===== src/rtl/cp0_defs.sv =====
// rtl/cp0_defs.sv - shared CP0 register numbers, exception codes and bit positions
// Purpose: constants and the exception-type decoder used by cp0_regfile and cp0_timer.
// Ports: none (package).
package cp0_defs;

  // CP0 register numbers
  localparam logic [4:0] REG_BADVADDR = 5'd8;
  localparam logic [4:0] REG_COUNT    = 5'd9;
  localparam logic [4:0] REG_COMPARE  = 5'd11;
  localparam logic [4:0] REG_STATUS   = 5'd12;
  localparam logic [4:0] REG_CAUSE    = 5'd13;
  localparam logic [4:0] REG_EPC      = 5'd14;

  // Encoded excepttype words from the exception encoder
  localparam logic [31:0] ET_INT  = 32'h0000_0001;
  localparam logic [31:0] ET_ADEL = 32'h0000_0004;
  localparam logic [31:0] ET_ADES = 32'h0000_0005;
  localparam logic [31:0] ET_SYS  = 32'h0000_0008;
  localparam logic [31:0] ET_BP   = 32'h0000_0009;
  localparam logic [31:0] ET_RI   = 32'h0000_000a;
  localparam logic [31:0] ET_OV   = 32'h0000_000c;
  localparam logic [31:0] ET_ERET = 32'h0000_000e;

  // ExcCode field values
  localparam logic [4:0] EXC_INT  = 5'h00;
  localparam logic [4:0] EXC_ADEL = 5'h04;
  localparam logic [4:0] EXC_ADES = 5'h05;
  localparam logic [4:0] EXC_SYS  = 5'h08;
  localparam logic [4:0] EXC_BP   = 5'h09;
  localparam logic [4:0] EXC_RI   = 5'h0a;
  localparam logic [4:0] EXC_OV   = 5'h0c;
  localparam logic [4:0] EXC_ERET = 5'h0e;

  // Status / Cause bit positions
  localparam int STATUS_IE   = 0;
  localparam int STATUS_EXL  = 1;
  localparam int CAUSE_BD    = 31;
  localparam int IP_HI       = 15;
  localparam int IP_LO       = 8;
  localparam int EXCCODE_HI  = 6;
  localparam int EXCCODE_LO  = 2;

  // mtc0 writable bits
  localparam logic [31:0] STATUS_WMASK = 32'h0000_FF03;
  localparam logic [31:0] CAUSE_WMASK  = 32'h0000_0300;

  typedef struct packed {
    logic       valid;
    logic [4:0] code;
  } exc_t;

  // Maps an excepttype word to its ExcCode; eret and unknown codes are not
  // "valid" here (eret is handled separately by the commit logic).
  function automatic exc_t exc_decode(input logic [31:0] et);
    exc_t r;
    r = '0;
    r.valid = 1'b1;
    case (et)
      ET_INT:  r.code = EXC_INT;
      ET_ADEL: r.code = EXC_ADEL;
      ET_ADES: r.code = EXC_ADES;
      ET_SYS:  r.code = EXC_SYS;
      ET_BP:   r.code = EXC_BP;
      ET_RI:   r.code = EXC_RI;
      ET_OV:   r.code = EXC_OV;
      default: r.valid = 1'b0;
    endcase
    return r;
  endfunction

endpackage


===== src/rtl/cp0_timer.sv =====
// rtl/cp0_timer.sv - CP0 Count/Compare timer with optional divide-by-two tick
// Purpose: owns Count, Compare, the tick divider and the timer interrupt flag.
// Ports: clk, rst (sync, active-high); we_i/waddr_i/wdata_i mtc0 write port;
//        count_o, compare_o register contents; timer_int_o interrupt pending.
module cp0_timer
  import cp0_defs::*;
#(
  parameter bit CNT_DIV2 = 1'b1
) (
  input  logic        clk,
  input  logic        rst,
  input  logic        we_i,
  input  logic [4:0]  waddr_i,
  input  logic [31:0] wdata_i,
  output logic [31:0] count_o,
  output logic [31:0] compare_o,
  output logic        timer_int_o
);

  logic        r_tick;
  logic [31:0] r_count;
  logic [31:0] r_compare;
  logic        r_timer_int;
  logic        w_wr_count;
  logic        w_wr_compare;
  logic        w_inc;

  assign w_wr_count   = we_i && (waddr_i == REG_COUNT);
  assign w_wr_compare = we_i && (waddr_i == REG_COMPARE);
  assign w_inc        = CNT_DIV2 ? r_tick : 1'b1;

  always_ff @(posedge clk) begin
    if (rst) begin
      r_tick      <= 1'b0;
      r_count     <= '0;
      r_compare   <= '0;
      r_timer_int <= 1'b0;
    end else begin
      r_tick <= CNT_DIV2 ? ~r_tick : 1'b0;

      // A software write to Count replaces that cycle's increment.
      if (w_wr_count)
        r_count <= wdata_i;
      else if (w_inc)
        r_count <= r_count + 32'd1;

      // Compare write acknowledges the interrupt and beats a same-cycle match.
      if (w_wr_compare) begin
        r_compare   <= wdata_i;
        r_timer_int <= 1'b0;
      end else if ((r_compare != 32'd0) && (r_count == r_compare)) begin
        r_timer_int <= 1'b1;
      end
    end
  end

  assign count_o     = r_count;
  assign compare_o   = r_compare;
  assign timer_int_o = r_timer_int;

endmodule


===== src/rtl/cp0_regfile.sv =====
// rtl/cp0_regfile.sv - MIPS coprocessor-0 register file with precise exception commit
// Purpose: holds Status/Cause/EPC/BadVAddr, commits exceptions, services mtc0/mfc0.
// Ports: clk, rst (sync, active-high); we_i/waddr_i/wdata_i mtc0; raddr_i/rdata_o mfc0;
//        int_i hardware interrupts; excepttype_i/pc_i/in_delayslot_i/bad_addr_i exception;
//        status_o..badvaddr_o register contents; timer_int_o timer interrupt pending.
module cp0_regfile
  import cp0_defs::*;
#(
  parameter logic [31:0] STATUS_RST = 32'h0040_0000,
  parameter bit          CNT_DIV2   = 1'b1
) (
  input  logic        clk,
  input  logic        rst,
  input  logic        we_i,
  input  logic [4:0]  waddr_i,
  input  logic [31:0] wdata_i,
  input  logic [4:0]  raddr_i,
  output logic [31:0] rdata_o,
  input  logic [5:0]  int_i,
  input  logic [31:0] excepttype_i,
  input  logic [31:0] pc_i,
  input  logic        in_delayslot_i,
  input  logic [31:0] bad_addr_i,
  output logic [31:0] status_o,
  output logic [31:0] cause_o,
  output logic [31:0] epc_o,
  output logic [31:0] count_o,
  output logic [31:0] compare_o,
  output logic [31:0] badvaddr_o,
  output logic        timer_int_o
);

  logic [31:0] r_status;
  logic [31:0] r_cause;
  logic [31:0] r_epc;
  logic [31:0] r_badvaddr;
  exc_t        w_exc;
  logic        w_eret;
  logic        w_addr_exc;
  logic [31:0] w_epc_new;

  cp0_timer #(.CNT_DIV2(CNT_DIV2)) u_timer (
    .clk         (clk),
    .rst         (rst),
    .we_i        (we_i),
    .waddr_i     (waddr_i),
    .wdata_i     (wdata_i),
    .count_o     (count_o),
    .compare_o   (compare_o),
    .timer_int_o (timer_int_o)
  );

  assign w_exc      = exc_decode(excepttype_i);
  assign w_eret     = (excepttype_i == ET_ERET);
  assign w_addr_exc = (excepttype_i == ET_ADEL) || (excepttype_i == ET_ADES);
  assign w_epc_new  = in_delayslot_i ? (pc_i - 32'd4) : pc_i;

  always_ff @(posedge clk) begin
    if (rst) begin
      r_status   <= STATUS_RST;
      r_cause    <= '0;
      r_epc      <= '0;
      r_badvaddr <= '0;
    end else begin
      // mtc0 is applied first; exception assignments below are later
      // non-blocking writes and therefore win on the bits they touch.
      if (we_i && (waddr_i == REG_STATUS))
        r_status <= (r_status & ~STATUS_WMASK) | (wdata_i & STATUS_WMASK);
      if (we_i && (waddr_i == REG_CAUSE))
        r_cause <= (r_cause & ~CAUSE_WMASK) | (wdata_i & CAUSE_WMASK);
      if (we_i && (waddr_i == REG_EPC))
        r_epc <= wdata_i;

      // IP7 folds in the timer flag, so it lags timer_int_o by one cycle.
      r_cause[IP_HI:10] <= {int_i[5] | timer_int_o, int_i[4:0]};

      if (w_exc.valid) begin
        r_status[STATUS_EXL]             <= 1'b1;
        r_cause[EXCCODE_HI:EXCCODE_LO]   <= w_exc.code;
        // Nested exceptions keep the original return point.
        if (!r_status[STATUS_EXL]) begin
          r_epc             <= w_epc_new;
          r_cause[CAUSE_BD] <= in_delayslot_i;
        end
        if (w_addr_exc)
          r_badvaddr <= bad_addr_i;
      end else if (w_eret) begin
        r_status[STATUS_EXL] <= 1'b0;
      end
    end
  end

  always_comb begin
    rdata_o = '0;
    case (raddr_i)
      REG_BADVADDR: rdata_o = r_badvaddr;
      REG_COUNT:    rdata_o = count_o;
      REG_COMPARE:  rdata_o = compare_o;
      REG_STATUS:   rdata_o = r_status;
      REG_CAUSE:    rdata_o = r_cause;
      REG_EPC:      rdata_o = r_epc;
      default:      rdata_o = '0;
    endcase
  end

  assign status_o   = r_status;
  assign cause_o    = r_cause;
  assign epc_o      = r_epc;
  assign badvaddr_o = r_badvaddr;

endmodule


===== config.mk =====
export PLATFORM = sky130hd
export DESIGN_NAME = cp0_regfile
export DESIGN_NICKNAME = d
export VERILOG_FILES = /design/src/rtl/cp0_defs.sv /design/src/rtl/cp0_timer.sv /design/src/rtl/cp0_regfile.sv
export SDC_FILE = /design/constraint.sdc
export NUM_CORES = 1
export LEC_CHECK = 0
export BUFFER_PORTS_ARGS = -buffer_cell sky130_fd_sc_hd__buf_4
export CAP_MARGIN = 20
export CORE_ASPECT_RATIO = 0.5
export CORE_MARGIN = 3
export CORE_UTILIZATION = 54
export CTS_BUF_LIST = sky130_fd_sc_hd__clkbuf_8
export CTS_CLUSTER_SIZE = 24
export DETAILED_ROUTE_END_ITERATION = 10
export HOLD_SLACK_MARGIN = 0.15
export PLACE_DENSITY = 0.95
export SETUP_SLACK_MARGIN = 0.5
export SYNTH_ARGS = -nofsm -noshare
export SYNTH_HDL_FRONTEND = slang
export SYNTH_SLANG_ARGS = --single-unit

===== constraint.sdc =====
create_clock -name clk -period 3.2 [get_ports clk]
set_input_delay 0.64 -clock clk [delete_from_list [all_inputs] [get_ports clk]]
set_output_delay 0.64 -clock clk [all_outputs]
set_load 0.05 [all_outputs]

==> key figures <==
Placement
  – DP Wirelength: 30,300 um
  – Placed cell area: ~12,000 um2
  – # placed instances: 1,557
  – GPL Wtd Cong: 1.05
  – Setup Slack @ Placement: roughly 93 ps
  – Number of buffers added on ports: 331

Critical path
  – CP startpoint kind: input pin
  – Crit Path Category: input pin to primary output
  – R2r setup slk: 820 ps
  – WP data arrival: 2110 ps
  – Crit-path max FO: 12
  – CP required: 2560 ps
  – Reg2reg end: u_timer.count_o[16]
  – Worst r2r src: u_timer.count_o[3]
  – Worst reg2reg path depth: 5
  – Crit end category: primary output

Logic synthesis
  – Post-synthesis cell area: ~9000 um2
  – Post-synth top cells: dfxtp_1, nand2_1, nor2_1, xnor2_1, a211oi_1
  – Sequential fraction of the synthesis area: about 34%
  – Most used DFF post-synth: dfxtp_1
  – Most frequent cell after synthesis: dfxtp_1
  – EDFF count, synth: 0
  – Area contributors post-synth: dfxtp_1, xnor2_1, mux2i_1
  – Count of cell types in the netlist: 59
  – Synth Register Bits: 153
  – Mean Syn Cell Area: approximately 8.5 um2
  – Synth async-reset ratio: 0%
  – Syn Inst Count: between 1k and 1.5k
  – Synth area leader: dfxtp_1
  – Top cell type's share of synthesized area: 33.9%
  – Yosys warnings: 0

Floorplan
  – Full die area: 18,400 um2
  – FP Rows: 32
  – DIE WIDTH: 189 um
  – Starting Density: 56.9%
  – Core area: between 15,000 and 20,000 um2
  – Die height: between 90 and 100 um
  – Io pins: 373

Hold path
  – Worst Hold End: cause_o[15]
  – Hold Path Class: input pin to register
  – WHS Path Cells: 3
  – Hold Startpoint: int_i[5]

Pwr
  – Design Power: 4.07 mW
  – Static Leak: 4.85 nW
  – Cell area power density: around 340 nW/um2
  – Max IR drop VDD: ~0.27 mV

Global route
  – Initial antenna violation count: 1
  – Largest net degree at the start of global routing: 64
  – First-pass GRT wire length: 56,500 um
  – All-Layer GR Usage: 40.8%
  – Vias in the first global route: 9,169
  – Gr ovfl total: 0

Layout
  – Fin util: between 70% and 80%
  – Ratio of cells with drive above 1 in the final layout: a little over a third
  – Antenna diodes: 0
  – Final Instance Area: around 12,000 um2
  – Non-Filler Instances: 1,592
  – Fill cells: 1,104
  – Synthesis-to-layout area growth: 34.1%
  – Final net count: 1,508

Routing
  – Routed wire length per instance: 25.0 um
  – Antenna-violating nets left: 0
  – Drt pass-1 iters: 8
  – DRC viols: 0
  – Final WL: 39,800 um
  – DR vias: 10.0k
  – Via/cell ratio: 6.29
  – 1st-iter DRT viols: roughly 1.4k

STA
  – Post-layout min period: 2750 ps
  – Setup TNS: 0 ps
  – Fmax achieved: 0.363 GHz
  – Max-slew violations: 0
  – RSZ-0062 raised after global routing: yes
  – Slew @ Worst Pin: 797 ps
  – Final period util: 86.1%
  – Slew HR: 46.4%
  – Fin Clk Skew: 20.2 ps
  – Setup violators final: 0
  – Final Hold Vio Count: 0
  – Final setup margin: 446 ps
  – WHS: 375 ps

Clocking
  – CTS Buf Count: 17
  – Clk buf depth: 2
  – H-Tree Depth: 4
  – Root Driver: clkbuf_8
  – CTS tree: yes
  – Worst skew pair latency: 490 ps
  – Cts hold-fix bufs: 0
  – Clk slew on worst S/H paths: 110 ps
  – Clk sink count: 153

Run
  – Max-cap violation count: 0

Status
  – Status: completed
==> critical path, stage by stage <==
cell       delay (ps)
buf_6             130
bufbuf_16         300
o21ai_0           380
a22oi_1           250
o21ai_4           190
buf_4             220
==> state kept, by name, summed over array words and instances (netlist names) <==
register / count
epc_o: 32
badvaddr_o: 32
u_timer.compare_o: 32
cause_o: 13
u_timer.r_tick: 1
status_o: 10
u_timer.timer_int_o: 1
u_timer.count_o: 32
==> cell type report <==
cell class | count | area (um2) | share of cell area [%]
clock buffer | 17 | 234 | 1.93
clock inverter | 15 | 121 | 1.00
inverter | 7 | 26.3 | 0.217
multi-input combinational | 819 | 5570 | 46.0
sequential | 153 | 3060 | 25.3
tap | 221 | 277 | 2.29
timing repair buffer | 360 | 2810 | 23.2
==> layer usage <==
metal  wire length (um)  GRT usage (%)  vias to the layer above  share of wire [%]
met5                 27              0                        -              0.068
met4               1070           11.8                        4                2.7
met3               5500           12.6                      122                 14
met2              17000           59.8                      851                 43
met1              16100           57.6                     4753                 41
li1                   -              -                     4286                  -
==> kinds of logic after synthesis <==
group | count (synthesis) | share of synthesized area (%)
adder cells (fa/ha/maj) | 2 | 0.277
AND/OR/NAND/NOR | 407 | 24.3
flip-flops | 153 | 33.9
multiplexers | 77 | 8.89
buffers and inverters | 127 | 7.85
XOR/XNOR | 90 | 8.74
AO/OA/AOI/OAI | 202 | 15.9
other | 2 | 0.0832
==> cells in the final DEF, fill, tap and decap left out, types with 7 or more instances in the layout <==
| cell type | instances |
|---|---|
| nor4_4 | 9 |
| nand3_2 | 14 |
| inv_1 | 8 |
| a21oi_1 | 49 |
| mux2_2 | 25 |
| buf_4 | 348 |
| clkbuf_8 | 17 |
| nor2b_1 | 24 |
| nand2_1 | 133 |
| nand3_1 | 15 |
| a22oi_1 | 42 |
| o21ai_0 | 7 |
| nor2_1 | 90 |
| nor3_1 | 11 |
| o21ai_1 | 7 |
| xor2_1 | 25 |
| nand4b_1 | 7 |
| a211oi_2 | 16 |
| a211oi_1 | 62 |
| dfxtp_1 | 153 |
| nor4_1 | 22 |
| mux2i_1 | 52 |
| xnor2_1 | 65 |
| nor2_2 | 12 |
| conb_1 | 41 |
| nand4_1 | 25 |
==> power by group <==
part | total, mW | leakage [nW] | switching [mW] | internal (mW)
Combinational | 0.691 | 3.44 | 0.451 | 0.239
Sequential | 1.96 | 1.24 | 0.0399 | 1.92
Clock | 1.41 | 0.170 | 0.865 | 0.549
Total | 4.07 | 4.85 | 1.36 | 2.71
==> worst max-delay path by stage <==
| stage | slack, ps | start | to |
|---|---|---|---|
| 3_3_place_gp | 170 | raddr_i[0] | rdata_o[14] |
| 6_report | 450 | raddr_i[1] | rdata_o[27] |
| 3_5_place_dp | 90 | raddr_i[1] | rdata_o[13] |
| 4_1_cts | 500 | raddr_i[2] | rdata_o[1] |
| 5_1_grt | 480 | raddr_i[2] | rdata_o[1] |
| 2_1_floorplan | 180 | raddr_i[1] | rdata_o[19] |
==> what timing repair did <==
item,in CTS,in global routing
pin swaps,1,1
setup buffers,0,1
gates cloned,1,1
gates resized for setup,8,10
setup endpoints to repair,26,17
No activity file was read; power rests on OpenSTA's default activity.
